$ cat src/rtl/arc4_pkg.sv
// arc4_pkg: shared types and helpers for the length-prefixed RC4 encryptor.
//   - top_state_t  : handshake / length / pt-ct traffic FSM states
//   - sbox_state_t : S RAM sequencing states (INIT, KSA_*, PRGA_*)
//   - key_byte()   : big-endian key byte selector (byte 0 = most significant)
package arc4_pkg;

    localparam int KEY_BYTES_DEF = 3;
    localparam int ADDR_W_DEF    = 8;

    typedef enum logic [2:0] {
        ST_IDLE,
        ST_KEYSCHED,    // sbox controller runs INIT + KSA
        ST_LEN_RD,
        ST_LEN_WR,
        ST_PRGA_GO,     // request one keystream byte, present pt address
        ST_PRGA_WAIT,   // wait for pad, then write ct
        ST_DONE
    } top_state_t;

    typedef enum logic [3:0] {
        SB_IDLE,
        SB_INIT,
        SB_KSA_RI, SB_KSA_LI, SB_KSA_RJ, SB_KSA_LJ, SB_KSA_WI, SB_KSA_WJ,
        SB_PRGA_RI, SB_PRGA_LI, SB_PRGA_RJ, SB_PRGA_LJ, SB_PRGA_WI, SB_PRGA_WJ,
        SB_PRGA_RT, SB_PRGA_LT
    } sbox_state_t;

    // Key is passed zero-extended to 256 bits so one function serves any key length.
    function automatic logic [7:0] key_byte(input logic [255:0] key, input int nbytes, input int idx);
        return key[8*(nbytes-1-idx) +: 8];
    endfunction

endpackage

$ cat src/rtl/arc4_if.sv
// arc4_if: handshake, key and memory-port bundle of arc4_encrypt.
//   en/rdy/key          start handshake and key
//   s_*                 256x8 S RAM port (1-cycle read latency)
//   pt_addr/pt_rddata   plaintext read port (1-cycle read latency)
//   ct_*                ciphertext write port
// master = environment side, slave = encryptor side.
interface arc4_if
    import arc4_pkg::*;
#(
    parameter int KEY_BYTES = KEY_BYTES_DEF,
    parameter int ADDR_W    = ADDR_W_DEF
);
    logic                   en;
    logic                   rdy;
    logic [8*KEY_BYTES-1:0] key;
    logic [ADDR_W-1:0]      s_addr;
    logic [7:0]             s_rddata;
    logic [7:0]             s_wrdata;
    logic                   s_wren;
    logic [ADDR_W-1:0]      pt_addr;
    logic [7:0]             pt_rddata;
    logic [ADDR_W-1:0]      ct_addr;
    logic [7:0]             ct_wrdata;
    logic                   ct_wren;

    modport master (
        output en, key, s_rddata, pt_rddata,
        input  rdy, s_addr, s_wrdata, s_wren, pt_addr, ct_addr, ct_wrdata, ct_wren
    );

    modport slave (
        input  en, key, s_rddata, pt_rddata,
        output rdy, s_addr, s_wrdata, s_wren, pt_addr, ct_addr, ct_wrdata, ct_wren
    );
endinterface

$ cat src/rtl/arc4_sbox_ctrl.sv
// arc4_sbox_ctrl: owns i/j and every S RAM access.
//   i_start      begin INIT (s[i]=i) followed by KSA; o_ksa_done pulses in the last KSA cycle
//   i_step       produce one keystream byte; o_pad is valid while o_pad_valid=1
//   i_key        latched key, i_s_rddata S RAM read data (1-cycle latency)
//   o_s_addr/o_s_wrdata/o_s_wren  S RAM request
// Every read gets its own address cycle and capture cycle, so a write never
// shares a cycle with a read that depends on it.
module arc4_sbox_ctrl
    import arc4_pkg::*;
#(
    parameter int KEY_BYTES = KEY_BYTES_DEF
) (
    input  logic                   clk,
    input  logic                   rst_n,
    input  logic                   i_start,
    input  logic                   i_step,
    input  logic [8*KEY_BYTES-1:0] i_key,
    input  logic [7:0]             i_s_rddata,
    output logic [7:0]             o_s_addr,
    output logic [7:0]             o_s_wrdata,
    output logic                   o_s_wren,
    output logic                   o_ksa_done,
    output logic [7:0]             o_pad,
    output logic                   o_pad_valid
);
    localparam int KIDX_W = (KEY_BYTES > 1) ? $clog2(KEY_BYTES) : 1;

    sbox_state_t       r_state, w_state_next;
    logic [7:0]        r_i, r_j, r_si, r_sj;
    logic [KIDX_W-1:0] r_kidx;   // i mod KEY_BYTES, tracked incrementally

    always_ff @(posedge clk or negedge rst_n) begin
        if (!rst_n) begin
            r_state <= SB_IDLE;
            r_i     <= '0;
            r_j     <= '0;
            r_si    <= '0;
            r_sj    <= '0;
            r_kidx  <= '0;
        end else begin
            r_state <= w_state_next;
            case (r_state)
                SB_IDLE: begin
                    if (i_start) begin
                        r_i    <= '0;
                        r_j    <= '0;
                        r_kidx <= '0;
                    end else if (i_step) begin
                        r_i <= r_i + 8'd1;
                    end
                end
                SB_INIT:   r_i <= r_i + 8'd1;     // wraps to 0 for KSA
                SB_KSA_LI: begin
                    r_si <= i_s_rddata;
                    r_j  <= r_j + i_s_rddata + key_byte(256'(i_key), KEY_BYTES, int'(r_kidx));
                end
                SB_PRGA_LI: begin
                    r_si <= i_s_rddata;
                    r_j  <= r_j + i_s_rddata;
                end
                SB_KSA_LJ, SB_PRGA_LJ: r_sj <= i_s_rddata;
                SB_KSA_WJ: begin
                    r_i    <= r_i + 8'd1;         // i=255 wraps to 0 ready for PRGA
                    r_kidx <= (r_kidx == KIDX_W'(KEY_BYTES-1)) ? '0 : r_kidx + 1'b1;
                    if (r_i == 8'hFF) r_j <= '0;
                end
                default: ;
            endcase
        end
    end

    always_comb begin
        w_state_next = r_state;
        o_s_addr     = '0;
        o_s_wrdata   = '0;
        o_s_wren     = 1'b0;
        o_ksa_done   = 1'b0;
        o_pad_valid  = 1'b0;
        case (r_state)
            SB_IDLE: begin
                if (i_start)     w_state_next = SB_INIT;
                else if (i_step) w_state_next = SB_PRGA_RI;
            end
            SB_INIT: begin
                o_s_addr   = r_i;
                o_s_wrdata = r_i;
                o_s_wren   = 1'b1;
                if (r_i == 8'hFF) w_state_next = SB_KSA_RI;
            end
            SB_KSA_RI:  begin o_s_addr = r_i; w_state_next = SB_KSA_LI; end
            SB_KSA_LI:  w_state_next = SB_KSA_RJ;
            SB_KSA_RJ:  begin o_s_addr = r_j; w_state_next = SB_KSA_LJ; end
            SB_KSA_LJ:  w_state_next = SB_KSA_WI;
            SB_KSA_WI: begin
                o_s_addr = r_i; o_s_wrdata = r_sj; o_s_wren = 1'b1;
                w_state_next = SB_KSA_WJ;
            end
            SB_KSA_WJ: begin
                o_s_addr = r_j; o_s_wrdata = r_si; o_s_wren = 1'b1;
                if (r_i == 8'hFF) begin
                    o_ksa_done   = 1'b1;
                    w_state_next = SB_IDLE;
                end else begin
                    w_state_next = SB_KSA_RI;
                end
            end
            SB_PRGA_RI: begin o_s_addr = r_i; w_state_next = SB_PRGA_LI; end
            SB_PRGA_LI: w_state_next = SB_PRGA_RJ;
            SB_PRGA_RJ: begin o_s_addr = r_j; w_state_next = SB_PRGA_LJ; end
            SB_PRGA_LJ: w_state_next = SB_PRGA_WI;
            SB_PRGA_WI: begin
                o_s_addr = r_i; o_s_wrdata = r_sj; o_s_wren = 1'b1;
                w_state_next = SB_PRGA_WJ;
            end
            SB_PRGA_WJ: begin
                o_s_addr = r_j; o_s_wrdata = r_si; o_s_wren = 1'b1;
                w_state_next = SB_PRGA_RT;
            end
            // After the swap s[i]+s[j] is still r_si+r_sj.
            SB_PRGA_RT: begin o_s_addr = r_si + r_sj; w_state_next = SB_PRGA_LT; end
            SB_PRGA_LT: begin o_pad_valid = 1'b1; w_state_next = SB_IDLE; end
            default:    w_state_next = SB_IDLE;
        endcase
    end

    assign o_pad = i_s_rddata;

endmodule

$ cat src/rtl/arc4_encrypt.sv
// arc4_encrypt: length-prefixed RC4 encryptor.
//   clk, rst_n   clock, asynchronous active-low reset
//   bus (slave)  en/rdy handshake, key, S RAM, pt read and ct write ports
// Reads len=pt[0], writes ct[0]=len, then ct[k]=pt[k]^pad for k=1..len.
// pt_addr is held at k for the whole byte so pt_rddata is stable when the pad arrives.
module arc4_encrypt
    import arc4_pkg::*;
#(
    parameter int KEY_BYTES = KEY_BYTES_DEF,
    parameter int ADDR_W    = ADDR_W_DEF
) (
    input  logic   clk,
    input  logic   rst_n,
    arc4_if.slave  bus
);
    top_state_t             r_state, w_state_next;
    logic [8*KEY_BYTES-1:0] r_key;
    logic [7:0]             r_len, r_k;

    logic       w_start, w_step, w_ksa_done, w_pad_valid, w_s_wren;
    logic [7:0] w_pad, w_s_addr, w_s_wrdata;
    logic       w_rdy, w_ct_wren;
    logic [7:0] w_pt_addr, w_ct_addr, w_ct_wrdata;

    assign w_start = (r_state == ST_IDLE) && bus.en;
    assign w_step  = (r_state == ST_PRGA_GO);

    arc4_sbox_ctrl #(.KEY_BYTES(KEY_BYTES)) u_sbox (
        .clk         (clk),
        .rst_n       (rst_n),
        .i_start     (w_start),
        .i_step      (w_step),
        .i_key       (r_key),
        .i_s_rddata  (bus.s_rddata),
        .o_s_addr    (w_s_addr),
        .o_s_wrdata  (w_s_wrdata),
        .o_s_wren    (w_s_wren),
        .o_ksa_done  (w_ksa_done),
        .o_pad       (w_pad),
        .o_pad_valid (w_pad_valid)
    );

    always_ff @(posedge clk or negedge rst_n) begin
        if (!rst_n) begin
            r_state <= ST_IDLE;
            r_key   <= '0;
            r_len   <= '0;
            r_k     <= '0;
        end else begin
            r_state <= w_state_next;
            if (w_start) r_key <= bus.key;
            if (r_state == ST_LEN_WR) begin
                r_len <= bus.pt_rddata;
                r_k   <= 8'd1;
            end else if (r_state == ST_PRGA_WAIT && w_pad_valid) begin
                r_k <= r_k + 8'd1;
            end
        end
    end

    always_comb begin
        w_state_next = r_state;
        w_rdy        = 1'b0;
        w_pt_addr    = '0;
        w_ct_addr    = '0;
        w_ct_wrdata  = '0;
        w_ct_wren    = 1'b0;
        case (r_state)
            ST_IDLE: begin
                w_rdy = 1'b1;
                if (bus.en) w_state_next = ST_KEYSCHED;
            end
            ST_KEYSCHED: if (w_ksa_done) w_state_next = ST_LEN_RD;
            ST_LEN_RD:   w_state_next = ST_LEN_WR;
            ST_LEN_WR: begin
                w_ct_wren    = 1'b1;
                w_ct_wrdata  = bus.pt_rddata;
                w_state_next = (bus.pt_rddata == 8'd0) ? ST_DONE : ST_PRGA_GO;
            end
            ST_PRGA_GO: begin
                w_pt_addr    = r_k;
                w_state_next = ST_PRGA_WAIT;
            end
            ST_PRGA_WAIT: begin
                w_pt_addr = r_k;
                if (w_pad_valid) begin
                    w_ct_wren    = 1'b1;
                    w_ct_addr    = r_k;
                    w_ct_wrdata  = bus.pt_rddata ^ w_pad;
                    w_state_next = (r_k == r_len) ? ST_DONE : ST_PRGA_GO;
                end
            end
            ST_DONE:  w_state_next = ST_IDLE;
            default:  w_state_next = ST_IDLE;
        endcase
    end

    assign bus.rdy       = w_rdy;
    assign bus.s_addr    = ADDR_W'(w_s_addr);
    assign bus.s_wrdata  = w_s_wrdata;
    assign bus.s_wren    = w_s_wren;
    assign bus.pt_addr   = ADDR_W'(w_pt_addr);
    assign bus.ct_addr   = ADDR_W'(w_ct_addr);
    assign bus.ct_wrdata = w_ct_wrdata;
    assign bus.ct_wren   = w_ct_wren;

endmodule
$ cat src/flat_wrapper.sv
// flat-port wrapper written by rule: the top's interface ports become plain ports
module arc4_encrypt_flat import arc4_pkg::*;
#(
    parameter int KEY_BYTES = KEY_BYTES_DEF,
    parameter int ADDR_W    = ADDR_W_DEF
)
  (clk, rst_n, bus_en, bus_key, bus_s_rddata, bus_pt_rddata, bus_rdy, bus_s_addr, bus_s_wrdata, bus_s_wren, bus_pt_addr, bus_ct_addr, bus_ct_wrdata, bus_ct_wren);
  arc4_if #(.KEY_BYTES(KEY_BYTES), .ADDR_W(ADDR_W)) bus_i ();
  input  logic clk;
  input  logic rst_n;
  input wire logic [$bits(bus_i.en)-1:0] bus_en;
  input wire logic [$bits(bus_i.key)-1:0] bus_key;
  input wire logic [$bits(bus_i.s_rddata)-1:0] bus_s_rddata;
  input wire logic [$bits(bus_i.pt_rddata)-1:0] bus_pt_rddata;
  output wire logic [$bits(bus_i.rdy)-1:0] bus_rdy;
  output wire logic [$bits(bus_i.s_addr)-1:0] bus_s_addr;
  output wire logic [$bits(bus_i.s_wrdata)-1:0] bus_s_wrdata;
  output wire logic [$bits(bus_i.s_wren)-1:0] bus_s_wren;
  output wire logic [$bits(bus_i.pt_addr)-1:0] bus_pt_addr;
  output wire logic [$bits(bus_i.ct_addr)-1:0] bus_ct_addr;
  output wire logic [$bits(bus_i.ct_wrdata)-1:0] bus_ct_wrdata;
  output wire logic [$bits(bus_i.ct_wren)-1:0] bus_ct_wren;
  assign bus_i.en = bus_en;
  assign bus_i.key = bus_key;
  assign bus_i.s_rddata = bus_s_rddata;
  assign bus_i.pt_rddata = bus_pt_rddata;
  assign bus_rdy = bus_i.rdy;
  assign bus_s_addr = bus_i.s_addr;
  assign bus_s_wrdata = bus_i.s_wrdata;
  assign bus_s_wren = bus_i.s_wren;
  assign bus_pt_addr = bus_i.pt_addr;
  assign bus_ct_addr = bus_i.ct_addr;
  assign bus_ct_wrdata = bus_i.ct_wrdata;
  assign bus_ct_wren = bus_i.ct_wren;
  arc4_encrypt #(.KEY_BYTES(KEY_BYTES), .ADDR_W(ADDR_W)) u_core (.clk(clk), .rst_n(rst_n), .bus(bus_i));
endmodule
$ cat config.mk
export PLATFORM = sky130hd
export DESIGN_NAME = arc4_encrypt_flat
export DESIGN_NICKNAME = d
export VERILOG_FILES = /design/src/rtl/arc4_pkg.sv /design/src/rtl/arc4_if.sv /design/src/rtl/arc4_sbox_ctrl.sv /design/src/rtl/arc4_encrypt.sv /design/src/flat_wrapper.sv
export SDC_FILE = /design/constraint.sdc
export NUM_CORES = 1
export LEC_CHECK = 0
export BUFFER_PORTS_ARGS = -buffer_cell sky130_fd_sc_hd__buf_2
export CAP_MARGIN = 40
export CORE_ASPECT_RATIO = 0.8
export CORE_UTILIZATION = 35
export DETAILED_ROUTE_END_ITERATION = 8
export PLACE_DENSITY = 0.51
export SLEW_MARGIN = 20
export SYNTH_ARGS = -nofsm -noshare
export SYNTH_HDL_FRONTEND = slang
export SYNTH_SLANG_ARGS = --single-unit
export TNS_END_PERCENT = 50
$ cat constraint.sdc
create_clock -name clk -period 4 [get_ports clk]
set_input_delay 0.2 -clock clk [delete_from_list [all_inputs] [get_ports clk]]
set_output_delay 0.2 -clock clk [all_outputs]
set_load 0.01 [all_outputs]
== After elaboration in Yosys (flattened, before gate mapping) ==
Index checks and enable logic that the tools add are counted.
Storage, ports and cells
  bits in registers: 81
  logic and storage cells: 108
  bits of input ports: 43
  output and inout bits: 43
Cells by class
  mux-type cells: 36
  $add $sub $neg: 7
  reductions and logical operators: 23
  bitwise operators: 1
  equality and inequality tests: 30
  shift operators: 1
Operators with widths (count)
  256-bit by 6-bit indexed part select with 8-bit output: 1
  8-bit two-way mux: 10
  4-bit case mux with 16 select lines: 1
  8-bit case mux with 3 select lines: 2
  4-bit == test, second input constant: 8
  8-bit case mux with 2 select lines: 2
  8-bit case mux with 4 select lines: 1
  8-bit adder: 3
  3-bit case mux with 6 select lines: 1
  8-bit by 1-bit adder with 8-bit output, second input constant: 2
  4-bit by 3-bit == test with 1-bit output, second input constant: 4
  4-bit two-way mux: 3
  2-bit OR reduction: 6
  2-bit two-way mux: 5
  2-bit inequality test, second input constant: 5
  5-bit OR reduction: 2
  3-bit two-way mux: 3
  4-bit by 2-bit == test with 1-bit output, second input constant: 2
  8-bit == test: 1
  8-bit == test, second input constant: 1
  8-bit zero test: 1
  8-bit XOR: 1
  3-bit by 2-bit == test with 1-bit output, second input constant: 2
  3-bit == test, second input constant: 2
  other kinds (18): 29

== Logic depth before layout (Yosys ltp) ==
  depth after elaboration: 5
  mapped depth: 15
  gate-level depth less buffers: 14

== Modules after synthesis ==
Synthesis repeated with hierarchy kept, for this count alone.
Second synthesis, totals
  cell total of the unflattened synthesis: 570
  area, all modules: 5484.0 µm²
By module, submodules not included
  arc4_sbox_ctrl: instances 1, sequential area each 950.9 µm², cells an instance 357, area each 3209.3 µm²
  arc4_encrypt: instances 1, sequential area each 1076.0 µm², cells an instance 213, area each 2274.7 µm²

== Worst setup path before layout ==
No wires, ideal clock.
  kind: register to register
  start: register u_core.u_sbox.r_kidx[0]
  end: register u_core.u_sbox.r_j[6]
  stages on the path, launching flop included: 16
  arrival: 2.935 ns
  setup time: 0.126 ns
  slack: 0.939 ns
  data required time: 3.874 ns
  period minus slack after synthesis: 3.061 ns
  cells stage by stage: dfrtp_1 inv_1 ha_1 buf_2 and2_0 clkbuf_1 a21oi_1 nor2_1 ha_1 fa_1 a211oi_1 o21bai_1 a21oi_1 xor2_1 nor2_1 a221o_1
On the way
  cells in the longest elaborated chain, start to end: 4
Ends and longest elaborated chain
  start, declared: RTL line arc4_sbox_ctrl.sv:30  | logic [KIDX_W-1:0] r_kidx;
  start signal, assigned: RTL line arc4_sbox_ctrl.sv:64  | r_kidx <= (r_kidx == KIDX_W'(KEY_BYTES-1)) ? '0 : r_kidx + 1'b1;
  2-bit by 2-bit subtractor with 3-bit output: RTL line arc4_pkg.sv:30  | return key[8*(nbytes-1-idx) +: 8];
  256-bit by 6-bit indexed part select with 8-bit output: RTL line arc4_pkg.sv:30
  8-bit adder: RTL line arc4_sbox_ctrl.sv:55  | r_j <= r_j + i_s_rddata + key_byte(256'(i_key), KEY_BYTES, int'(r_kidx));
  8-bit case mux with 4 select lines: RTL line arc4_sbox_ctrl.sv:42  | case (r_state)
  end signal, assigned: RTL line arc4_sbox_ctrl.sv:55
  end signal, assigned: RTL line arc4_sbox_ctrl.sv:59  | r_j <= r_j + i_s_rddata;
  end, declared: RTL line arc4_sbox_ctrl.sv:29  | logic [7:0] r_i, r_j, r_si, r_sj;
No other way between the ends.
A chain may end at the register's enable or synchronous reset.

== Worst setup path after layout ==
Ends and elaborated chain as after synthesis.

==> reports/metrics.csv <==
stage;metric;value;unit
run_status;status;finished clean;
sta;Tmin final;3.29;ns
sta;TNS Setup;0;ns
global_routing;grt total ovfl;0;
setup_path;CP startpoint kind;register;
synthesis;synthesized cell area;5290;um2
power;Leak;3.01;nW
synthesis;Syn. warnings;0;
detailed_routing;WL per Instance;16.4;um
setup_path;register-to-register setup slack;0.71;ns
placement;Final Wtd Congestion;0.836;
setup_path;Largest stage delay, worst path;0.51;ns
clock_network;Num CTS Buffers;9;
setup_path;Worst EP required;4.22;ns
setup_path;Worst Path Buf+Inv;1;
detailed_routing;Detailed Routing Iterations Pass 1;5;
synthesis;Distinct cells, synth;56;
final_layout;fin nets;764;
floorplanning;Top Ports;86;
sta;Slew @ Worst Pin;0.853;ns
setup_path;WP depth;13;
sta;Worst slew margin;0.427;
setup_path;critical-path maximum fanout;11;
power;VDD IR max;0.000198;V
detailed_routing;Iter 0 DRT Violations;387;
floorplanning;die height;112;um
final_layout;most common cell after layout, fill and taps aside;nand2_1;
setup_path;worst r2r path cells;13;
final_layout;Area Overhead vs Synth;17.4;%
final_layout;share of cells above drive strength 1;0.197;
clock_network;clock-pin slew on the worst setup and hold paths;0.06;ns
setup_path;CP max stage cell;ha_1;
detailed_routing;# DRC;0;
final_layout;fin cells;880;
final_layout;ant diodes;0;
placement;I/O Buffers;85;
clock_network;CTS H-tree depth;3;
sta;fin. max-slew vios;0;
clock_network;clk buf depth;2;
setup_path;arrival time at the worst endpoint;3.51;ns
synthesis;main flop type after synthesis;dfrtp_1;
global_routing;vias in the first global route;4671;
synthesis;syn nets;686;
synthesis;#FFs+latches synth;81;
floorplanning;DIE WIDTH;139;um
floorplanning;Die ar.;15600;um2
final_layout;most frequent cells in the layout;126 x nand2_1, 85 x buf_2, 81 x dfrtp_1;
sta;fmax;304;MHz
setup_path;Critical Path, Cell by Cell;inv_1, ha_1, and2_0, a21oi_1, nor2_1, ha_1, fa_1, a211oi_1, o21bai_1, a21oi_1, xor2_1, nor2_1, a221o_1;
sta;endpoints failing hold;0;
global_routing;initial antenna violation count;0;
floorplanning;Starting Density;0.365;
synthesis;Synth async-reset ratio;1.00;
final_layout;fin area;6210;um2
setup_path;Worst path top cell family by delay;adder cells;
global_routing;Total GRT Usage;0.196;
sta;Tcrit/Tclk final;0.822;
sta;clk_skew;0.00440;ns
placement;Placement Cell Area;5870;um2
synthesis;register area share after synthesis;0.383;
worst_hold_path;worst hold path class;in2reg;
detailed_routing;Vias;4710;
floorplanning;core box area;14500;um2
clock_network;TritonCTS clock tree;yes;
global_routing;first-pass GRT wire length;24000;um
job;Max-cap violations;0;
final_layout;Multi-input gate area;3070;um2
sta;Setup violations, final;0;
sta;unrepaired setup endpoints after global routing;no;
power;power per cell area;410;nW/um2
clock_network;Num Clock Sinks;81;
synthesis;Syn Area/Cell;8.61;um2
detailed_routing;final wirelength;14400;um
global_routing;largest net degree at the start of global routing;44;
final_layout;FF/Latch Area;2030;um2
floorplanning;Rows;39;
placement;dpl hpwl;10700;um
setup_path;CP endpoint kind;register;
placement;Placed Cells;861;
clock_network;worst skew pair latency;0.34;ns
detailed_routing;Final ANT Viol Nets;0;
worst_hold_path;Hold Crit Depth;3;
final_layout;fill cell count;1444;
setup_path;WS Path Type;reg2reg;
power;Total Power;2.55;mW
clock_network;Clock Root Buffer;clkbuf_16;
synthesis;Post-Syn Instances;614;
detailed_routing;post-DR vias/cell;5.35;
synthesis;Post-synth EDFFs;0;
-- where the power goes --
group,internal (mW),switching [mW]
Clock,0.560,0.326
Combinational,0.238,0.281
Sequential,0.997,0.145
Total,1.79,0.752
-- state kept, by name, summed over array words and instances, names as in the netlist --
signal                 flops
u_core.r_k                 8
u_core.r_state             3
u_core.u_sbox.r_j          8
u_core.u_sbox.r_kidx       2
u_core.r_len               8
u_core.u_sbox.r_state      4
u_core.u_sbox.r_i          8
u_core.u_sbox.r_si         8
u_core.u_sbox.r_sj         8
u_core.r_key              24
-- cell usage after synthesis, drive strengths merged (6+ instances only) --
cell type,n,share of area
nand2,126,0.089
dfrtp,81,0.38
nor2,50,0.035
o21ai,50,0.047
a21oi,26,0.025
ha,26,0.062
mux2,25,0.053
and2,19,0.022
inv,18,0.013
xor2,18,0.030
a22oi,17,0.024
buf,15,0.015
clkbuf,13,0.0092
nand3,12,0.011
xnor2,12,0.020
nand2b,10,0.012
nor3,9,0.0095
mux2i,8,0.015
a21o,6,0.0085
and3,6,0.0071
nor2b,6,0.0071
-- cells by family (layout without fill, tap and decap cells) --
kind of cell	Yosys count	in the layout	synth area share
flip-flops	81	81	0.383
AO/OA/AOI/OAI	136	136	0.163
buffers and inverters	46	128	0.0374
multiplexers	33	33	0.0684
adder cells (fa/ha/maj)	29	29	0.0729
XOR/XNOR	30	30	0.0497
AND/OR/NAND/NOR	259	259	0.226
-- final cells by class --
class / instances / share of cell area
clock inverter: 3 / 0.0105
sequential: 81 / 0.327
timing repair buffer: 95 / 0.0806
tap: 184 / 0.0371
clock buffer: 12 / 0.0397
multi-input combinational: 487 / 0.495
inverter: 18 / 0.0109
-- metal layers --
metal | part of all wire | track usage | routed length (um)
met1 | 0.49 | 0.272 | 7060
met2 | 0.44 | 0.300 | 6340
met3 | 0.054 | 0.0456 | 773
met4 | 0.016 | 0.0615 | 236
met5 | 0 | 0 | 0
-- stage by stage --
step,hold WS (ns),utilization,worst slack (ns)
floorplan,-0.0956,-,0.939
global placement,0.207,0.404,0.823
detailed placement,0.214,0.405,0.747
CTS,0.0325,0.427,0.701
global route,0.0515,0.428,0.446
finish,0.0455,0.428,0.714
-- what timing repair did --
action,in CTS,in global routing
gates resized for setup,0,0
endpoints found under the hold margin,38,0
setup buffers,0,0
hold buffers,1,0
-- worst paths after layout --
path,endpoint,start
worst max-delay path,u_core.u_sbox.r_j[6],u_core.u_sbox.r_kidx[0]
worst min-delay path,u_core.r_key[3],bus_key[3]
worst max register to register,u_core.u_sbox.r_j[6],u_core.u_sbox.r_kidx[0]
worst min register to register,u_core.r_key[7],u_core.r_key[7]
max in group asynchronous,u_core.u_sbox.r_j[4],rst_n
min in group asynchronous,u_core.u_sbox.r_i[3],rst_n
-- worst reg2reg max path, delay by kind of cell, from the launching register on --
kind                     cells  cell delay (ns)
adder cells (fa/ha/maj)      3             1.17
buffers and inverters        1             0.07
XOR/XNOR                     1             0.16
flip-flops                   1             0.35
AO/OA/AOI/OAI                5             0.95
AND/OR/NAND/NOR              3             0.46
Power figures use the tool's default switching activity.
